[src/rtl/spawn_pkg.sv]
// Shared definitions for the object spawn sequencer: ROM word layout, descriptor
// payload, state encoding and a ROM-word unpack helper.
package spawn_pkg;

  localparam int unsigned ENTRY_W = 67;
  localparam int unsigned COUNT_W = 16;

  localparam int unsigned DIR_W   = 3;
  localparam int unsigned POS_W   = 10;
  localparam int unsigned SPEED_W = 5;
  localparam int unsigned DTIME_W = 8;
  localparam int unsigned DTRIG_W = 2;
  localparam int unsigned WAIT_W  = 8;

  localparam int unsigned DTRIG_LSB = 0;
  localparam int unsigned DTIME_LSB = 2;
  localparam int unsigned SPEED_LSB = 10;
  localparam int unsigned H_LSB     = 15;
  localparam int unsigned W_LSB     = 25;
  localparam int unsigned Y_LSB     = 35;
  localparam int unsigned X_LSB     = 45;
  localparam int unsigned DIR_LSB   = 55;
  localparam int unsigned WAIT_LSB  = 58;
  localparam int unsigned END_BIT   = 66;

  typedef enum logic [2:0] {
    IDLE    = 3'd0,
    FETCH   = 3'd1,
    READ    = 3'd2,
    DELAY   = 3'd3,
    OFFER   = 3'd4,
    RELEASE = 3'd5,
    DONE    = 3'd6
  } state_e;

  // Descriptor as presented on the shared object bus
  typedef struct packed {
    logic [DIR_W-1:0]   dir;
    logic [POS_W-1:0]   x;
    logic [POS_W-1:0]   y;
    logic [POS_W-1:0]   w;
    logic [POS_W-1:0]   h;
    logic [SPEED_W-1:0] speed;
    logic [DTIME_W-1:0] dtime;
    logic [DTRIG_W-1:0] dtrig;
  } desc_t;

  typedef struct packed {
    logic              last;
    logic [WAIT_W-1:0] wait_cs;
    desc_t             desc;
  } entry_t;

  function automatic entry_t unpack_entry(input logic [ENTRY_W-1:0] word);
    entry_t e;
    e.last       = word[END_BIT];
    e.wait_cs    = word[WAIT_LSB  +: WAIT_W];
    e.desc.dir   = word[DIR_LSB   +: DIR_W];
    e.desc.x     = word[X_LSB     +: POS_W];
    e.desc.y     = word[Y_LSB     +: POS_W];
    e.desc.w     = word[W_LSB     +: POS_W];
    e.desc.h     = word[H_LSB     +: POS_W];
    e.desc.speed = word[SPEED_LSB +: SPEED_W];
    e.desc.dtime = word[DTIME_LSB +: DTIME_W];
    e.desc.dtrig = word[DTRIG_LSB +: DTRIG_W];
    return e;
  endfunction

endpackage

[src/rtl/spawn_delay_counter.sv]
// Loadable centisecond down-counter; load wins over a same-cycle tick, and the
// count parks at zero.
module spawn_delay_counter
  import spawn_pkg::*;
(
  input  logic              clk,
  input  logic              rst,
  input  logic              load,
  input  logic [WAIT_W-1:0] load_val,
  input  logic              tick_en,
  output logic              zero_c
);

  logic [WAIT_W-1:0] cnt_q;
  logic [WAIT_W-1:0] cnt_d;

  always_comb begin
    cnt_d = cnt_q;
    if (load) begin
      cnt_d = load_val;
    end else if (tick_en && (cnt_q != '0)) begin
      cnt_d = cnt_q - WAIT_W'(1);
    end
  end

  always_ff @(posedge clk) begin
    if (rst) begin
      cnt_q <= '0;
    end else begin
      cnt_q <= cnt_d;
    end
  end

  assign zero_c = (cnt_q == '0);

endmodule

[src/rtl/object_spawn_sequencer.sv]
// Walks the pattern ROM, waits each entry's delay, and hands descriptors to the
// collider runtime over the sync/update handshake. SPAWN_LOOP_EN: replay on wrap.
module object_spawn_sequencer
  import spawn_pkg::*;
#(
  parameter int unsigned ADDR_W = 8
) (
  input  logic                clk_calculation,
  input  logic                reset,
  input  logic                start,
  input  logic                tick_centi,
  output logic [ADDR_W-1:0]   rom_addr,
  input  logic [ENTRY_W-1:0]  rom_data,
  output logic [DIR_W-1:0]    object_movement_direction,
  output logic [POS_W-1:0]    object_pos_x,
  output logic [POS_W-1:0]    object_pos_y,
  output logic [POS_W-1:0]    object_w,
  output logic [POS_W-1:0]    object_h,
  output logic [SPEED_W-1:0]  object_speed,
  output logic [DTIME_W-1:0]  object_destroy_time,
  output logic [DTRIG_W-1:0]  object_destroy_trigger,
  output logic                sync_object_position,
  input  logic                update_object_position,
  output logic                busy,
  output logic                pattern_done,
  output logic [COUNT_W-1:0]  spawn_count
);

`ifdef SPAWN_LOOP_EN
  localparam bit LOOP_EN = 1'b1;
`else
  localparam bit LOOP_EN = 1'b0;
`endif

  localparam logic [ADDR_W-1:0] ADDR_LAST = '1;

  state_e             state_q, state_d;
  logic [ADDR_W-1:0]  addr_q, addr_d;
  desc_t              hold_q, hold_d;
  desc_t              desc_q, desc_d;
  logic               sync_q, sync_d;
  logic               busy_q, busy_d;
  logic               done_q, done_d;
  logic [COUNT_W-1:0] count_q, count_d;

  entry_t rom_entry_c;
  logic   ctr_load_c;
  logic   ctr_tick_c;
  logic   ctr_zero_c;
  logic   wrap_c;

  assign rom_entry_c = unpack_entry(rom_data);
  assign ctr_tick_c  = tick_centi && (state_q == DELAY);

  spawn_delay_counter u_delay (
    .clk      (clk_calculation),
    .rst      (reset),
    .load     (ctr_load_c),
    .load_val (rom_entry_c.wait_cs),
    .tick_en  (ctr_tick_c),
    .zero_c   (ctr_zero_c)
  );

  // Next-state and registered-output logic
  always_comb begin
    state_d    = state_q;
    addr_d     = addr_q;
    hold_d     = hold_q;
    desc_d     = desc_q;
    sync_d     = 1'b1;
    count_d    = count_q;
    ctr_load_c = 1'b0;
    wrap_c     = 1'b0;

    case (state_q)
      IDLE, DONE: begin
        if (start) begin
          state_d = FETCH;
          addr_d  = '0;
          count_d = '0;
        end
      end
      FETCH: begin
        state_d = READ;
      end
      READ: begin
        hold_d = rom_entry_c.desc;
        if (rom_entry_c.last) begin
          // An end marker at address 0 always stops, so an empty pattern cannot spin
          if (LOOP_EN && (addr_q != '0)) begin
            state_d = FETCH;
            addr_d  = '0;
            wrap_c  = 1'b1;
          end else begin
            state_d = DONE;
          end
        end else begin
          ctr_load_c = 1'b1;
          state_d    = DELAY;
        end
      end
      DELAY: begin
        if (ctr_zero_c) begin
          state_d = OFFER;
          desc_d  = hold_q;
          sync_d  = 1'b0;
        end
      end
      OFFER: begin
        if (update_object_position) begin
          state_d = RELEASE;
          if (count_q != '1) begin
            count_d = count_q + COUNT_W'(1);
          end
        end else begin
          sync_d = 1'b0;
        end
      end
      RELEASE: begin
        if (!update_object_position) begin
          if (addr_q == ADDR_LAST) begin
            if (LOOP_EN) begin
              state_d = FETCH;
              addr_d  = '0;
              wrap_c  = 1'b1;
            end else begin
              state_d = DONE;
            end
          end else begin
            state_d = FETCH;
            addr_d  = addr_q + ADDR_W'(1);
          end
        end
      end
      default: begin
        state_d = IDLE;
      end
    endcase

    busy_d = (state_d != IDLE) && (state_d != DONE);
    done_d = (state_d == DONE) || wrap_c;
  end

  always_ff @(posedge clk_calculation) begin
    if (reset) begin
      state_q <= IDLE;
      addr_q  <= '0;
      hold_q  <= '0;
      desc_q  <= '0;
      sync_q  <= 1'b1;
      busy_q  <= 1'b0;
      done_q  <= 1'b0;
      count_q <= '0;
    end else begin
      state_q <= state_d;
      addr_q  <= addr_d;
      hold_q  <= hold_d;
      desc_q  <= desc_d;
      sync_q  <= sync_d;
      busy_q  <= busy_d;
      done_q  <= done_d;
      count_q <= count_d;
    end
  end

  assign rom_addr                  = addr_q;
  assign object_movement_direction = desc_q.dir;
  assign object_pos_x              = desc_q.x;
  assign object_pos_y              = desc_q.y;
  assign object_w                  = desc_q.w;
  assign object_h                  = desc_q.h;
  assign object_speed              = desc_q.speed;
  assign object_destroy_time       = desc_q.dtime;
  assign object_destroy_trigger    = desc_q.dtrig;
  assign sync_object_position      = sync_q;
  assign busy                      = busy_q;
  assign pattern_done              = done_q;
  assign spawn_count               = count_q;

endmodule

[config.mk]
export PLATFORM = sky130hd
export DESIGN_NAME = object_spawn_sequencer
export DESIGN_NICKNAME = d
export VERILOG_FILES = /design/src/rtl/spawn_pkg.sv /design/src/rtl/spawn_delay_counter.sv /design/src/rtl/object_spawn_sequencer.sv
export SDC_FILE = /design/constraint.sdc
export NUM_CORES = 1
export LEC_CHECK = 0
export BUFFER_PORTS_ARGS = -buffer_cell sky130_fd_sc_hd__buf_2
export CAP_MARGIN = 20
export CORE_ASPECT_RATIO = 0.9
export CORE_MARGIN = 2
export CORE_UTILIZATION = 45
export CTS_CLUSTER_SIZE = 10
export DETAILED_ROUTE_END_ITERATION = 8
export PLACE_DENSITY = 0.68
export RECOVER_POWER = 25
export SETUP_SLACK_MARGIN = 0.5
export SKIP_CTS_REPAIR_TIMING = 1
export SLEW_MARGIN = 20
export SYNTH_ARGS = -nofsm -noshare
export SYNTH_HDL_FRONTEND = slang
export SYNTH_SLANG_ARGS = --single-unit
[constraint.sdc]
create_clock -name clk_calculation -period 3.1 [get_ports clk_calculation]
set_input_delay 0.775 -clock clk_calculation [delete_from_list [all_inputs] [get_ports clk_calculation]]
set_output_delay 0.775 -clock clk_calculation [all_outputs]
set_load 0.005 [all_outputs]
==> reports/results.txt <==
Outcome = completed
Vias per cell = 5.18
Core ar. = 13200 µm²
R2r startpoint = state_q[1]
Filler instances = 1328
N_diodes = 0
DIE HEIGHT = 114 µm
GRT Max-Usage Layer = met2
Synth top area share = 51.2%
Fin. max-slew vios = 0
FF-to-FF setup slack = 720 ps
Clock latency on the worst-skew pair = 420 ps
Die area = 14300 µm²
Total wire length = 14700 µm
Global Route Usage Sum = 20.3%
Leak = 2.76 nW
Wire per inst = 13.8 µm
Layout cell share with drive strength beyond 1 = 18.9%
Clk buf depth = 2
Area grow syn2layout = 22.4%
Routed vias = 5530
IO buf count = 156
Post-DP Area = 6890 µm²
Grt ovf = 0
Cts bufs inserted = 17
VDD IR max = 429 µV
GRT met2 Usage = 29.5%
CTS root buf = clkbuf_16
Final Util = 55.8%
TritonCTS clock tree = built
Clk_skew = 8.64 ps
Cell taking the most area after synthesis = dfxtp_1
Via count of the first global-routing pass = 4844
RSZ-0062 raised after global routing = no
Gpl congestion = 0.829
CTS sink count = 154
Sequential area share after synthesis = 51.2%
Syn avg cell area = 7.91 µm²
CP Data Required Time = 3450 ps
Worst-Margin Slew = 682 ps
Yosys warns = 0
CP endpoint kind = flip-flop
Most instantiated library cell after synthesis = nand2_1
Commonest register cell after synthesis = dfxtp_1
Largest net degree at the start of global routing = 134
Met3 usage = 7.50%
FF+latch count, synth = 154
Hold Slack = 446 ps
DRT iter0 DRCs = 372
Drt first pass iters = 5
Post-Syn Instances = 761
Pre-CTS setup slack = 531 ps
Max cap viols = 0
R2r worst-path depth = 5
DRC viols = 0
Row count = 40
Minimum clock period after layout = 2380 ps
Sum of negative setup slack = 0 ps
Worst Hold Path Cells = 2
Horiz. Die Dim = 126 µm
Final nets = 965
M1 GR Usage = 28.0%
Fmax = 420 MHz
HP Class = flip-flop to flip-flop
Synth Net Count = 836
Crit path DAT = 2730 ps
Crit Path Max Fanout = 18
Reg clk slew, reported paths = 60 ps
Total power = 5.25 mW
Final setup viols = 0
Final worst slack = 720 ps
Finished Layout Cells = 1067
Antenna violation net count after detailed routing = 0
Post-route cell area = 7370 µm²
Post-DP HPWL = 9290 µm
Type of the worst setup path = flip-flop to flip-flop
Worst Min Path Start = hold_q[22]
EDFF count, synth = 0
Async S/R FF share, synth = 0%
First-pass GRT wire length = 23700 µm
Dpl cells = 1039
Initial core utilization = 45.6%
Fin. Hold Viols = 0
Max-slew headroom = 54.4%
Synth cell types = 50
I/O Pins = 157
Initial antenna violation count = 0
Mapped cell area = 6020 µm²
Crit path launch = state_q[1]
Synth area leaders = dfxtp_1, nand2_1, a21oi_1
H-Tree Depth = 4
PwrDens = 712 nW/µm²
Tcrit/Tclk final = 76.8%
Commonest cells post-synth = nand2_1, dfxtp_1, a21oi_1, clkbuf_1, nor2_1
Crit start category = flip-flop
-- cell usage in the layout, fill, tap and decap left out, drive strengths merged, types with 4 or more instances in the layout --
master  count
or4         7
o21ai      15
a31oi       7
or3        10
inv         5
buf       127
nand4      10
nand2b      6
clkbuf     55
nand2     254
nor2       27
xor2        6
dfxtp     154
a211oi      5
and2        4
a31o        5
a21oi     136
nand3       7
mux2i       5
clkinv      4
-- state kept, by name, summed over array words and instances, names as in the netlist --
name                       cells
object_w                      10
object_destroy_trigger         2
u_delay.cnt_q                  8
spawn_count                   16
object_h                      10
object_speed                   5
object_pos_x                  10
object_destroy_time            8
busy                           1
hold_q                        58
object_pos_y                  10
sync_object_position           1
rom_addr                       8
pattern_done                   1
object_movement_direction      3
state_q                        3
-- worst max-delay path: stages, from the launching register on --
cell     delay [ps]
dfxtp_1         640
nand3_1         210
o21a_1          170
or4_1           690
or4_1           460
a21oi_1         140
-- layer usage --
metal,share of wire (%),wire length (µm)
met1,48,6980
met2,44,6410
met3,7.2,1060
met4,1.7,244
met5,0,0
-- logic make-up after synthesis --
group / Yosys count / synth area share, %
flops: 154 / 51.2
fa+ha+maj: 3 / 0.623
buf+inv: 57 / 3.82
xor+xnor: 9 / 1.31
simple gates: 350 / 25.5
compound gates: 183 / 16.7
mux: 5 / 0.831
-- path summary, 6_finish.rpt --
path                     end
max          spawn_count[14]
min              object_h[7]
max reg2reg  spawn_count[14]
min reg2reg      object_h[7]
-- power by group --
part | switching, mW | internal (mW)
sequential | 0.166 | 2.19
clock | 0.768 | 1.10
combinational | 0.658 | 0.364
-- layout make-up --
class | instances | area [µm²] | share of cell area, %
Clock buffer | 20 | 447 | 6.06
Clock inverter | 8 | 76.3 | 1.04
Inverter | 5 | 18.8 | 0.255
Multi-Input combinational cell | 550 | 2730 | 37.0
Sequential cell | 154 | 3080 | 41.8
Tap cell | 168 | 210 | 2.85
Timing Repair Buffer | 162 | 808 | 11.0
Power figures use the tool's default switching activity.
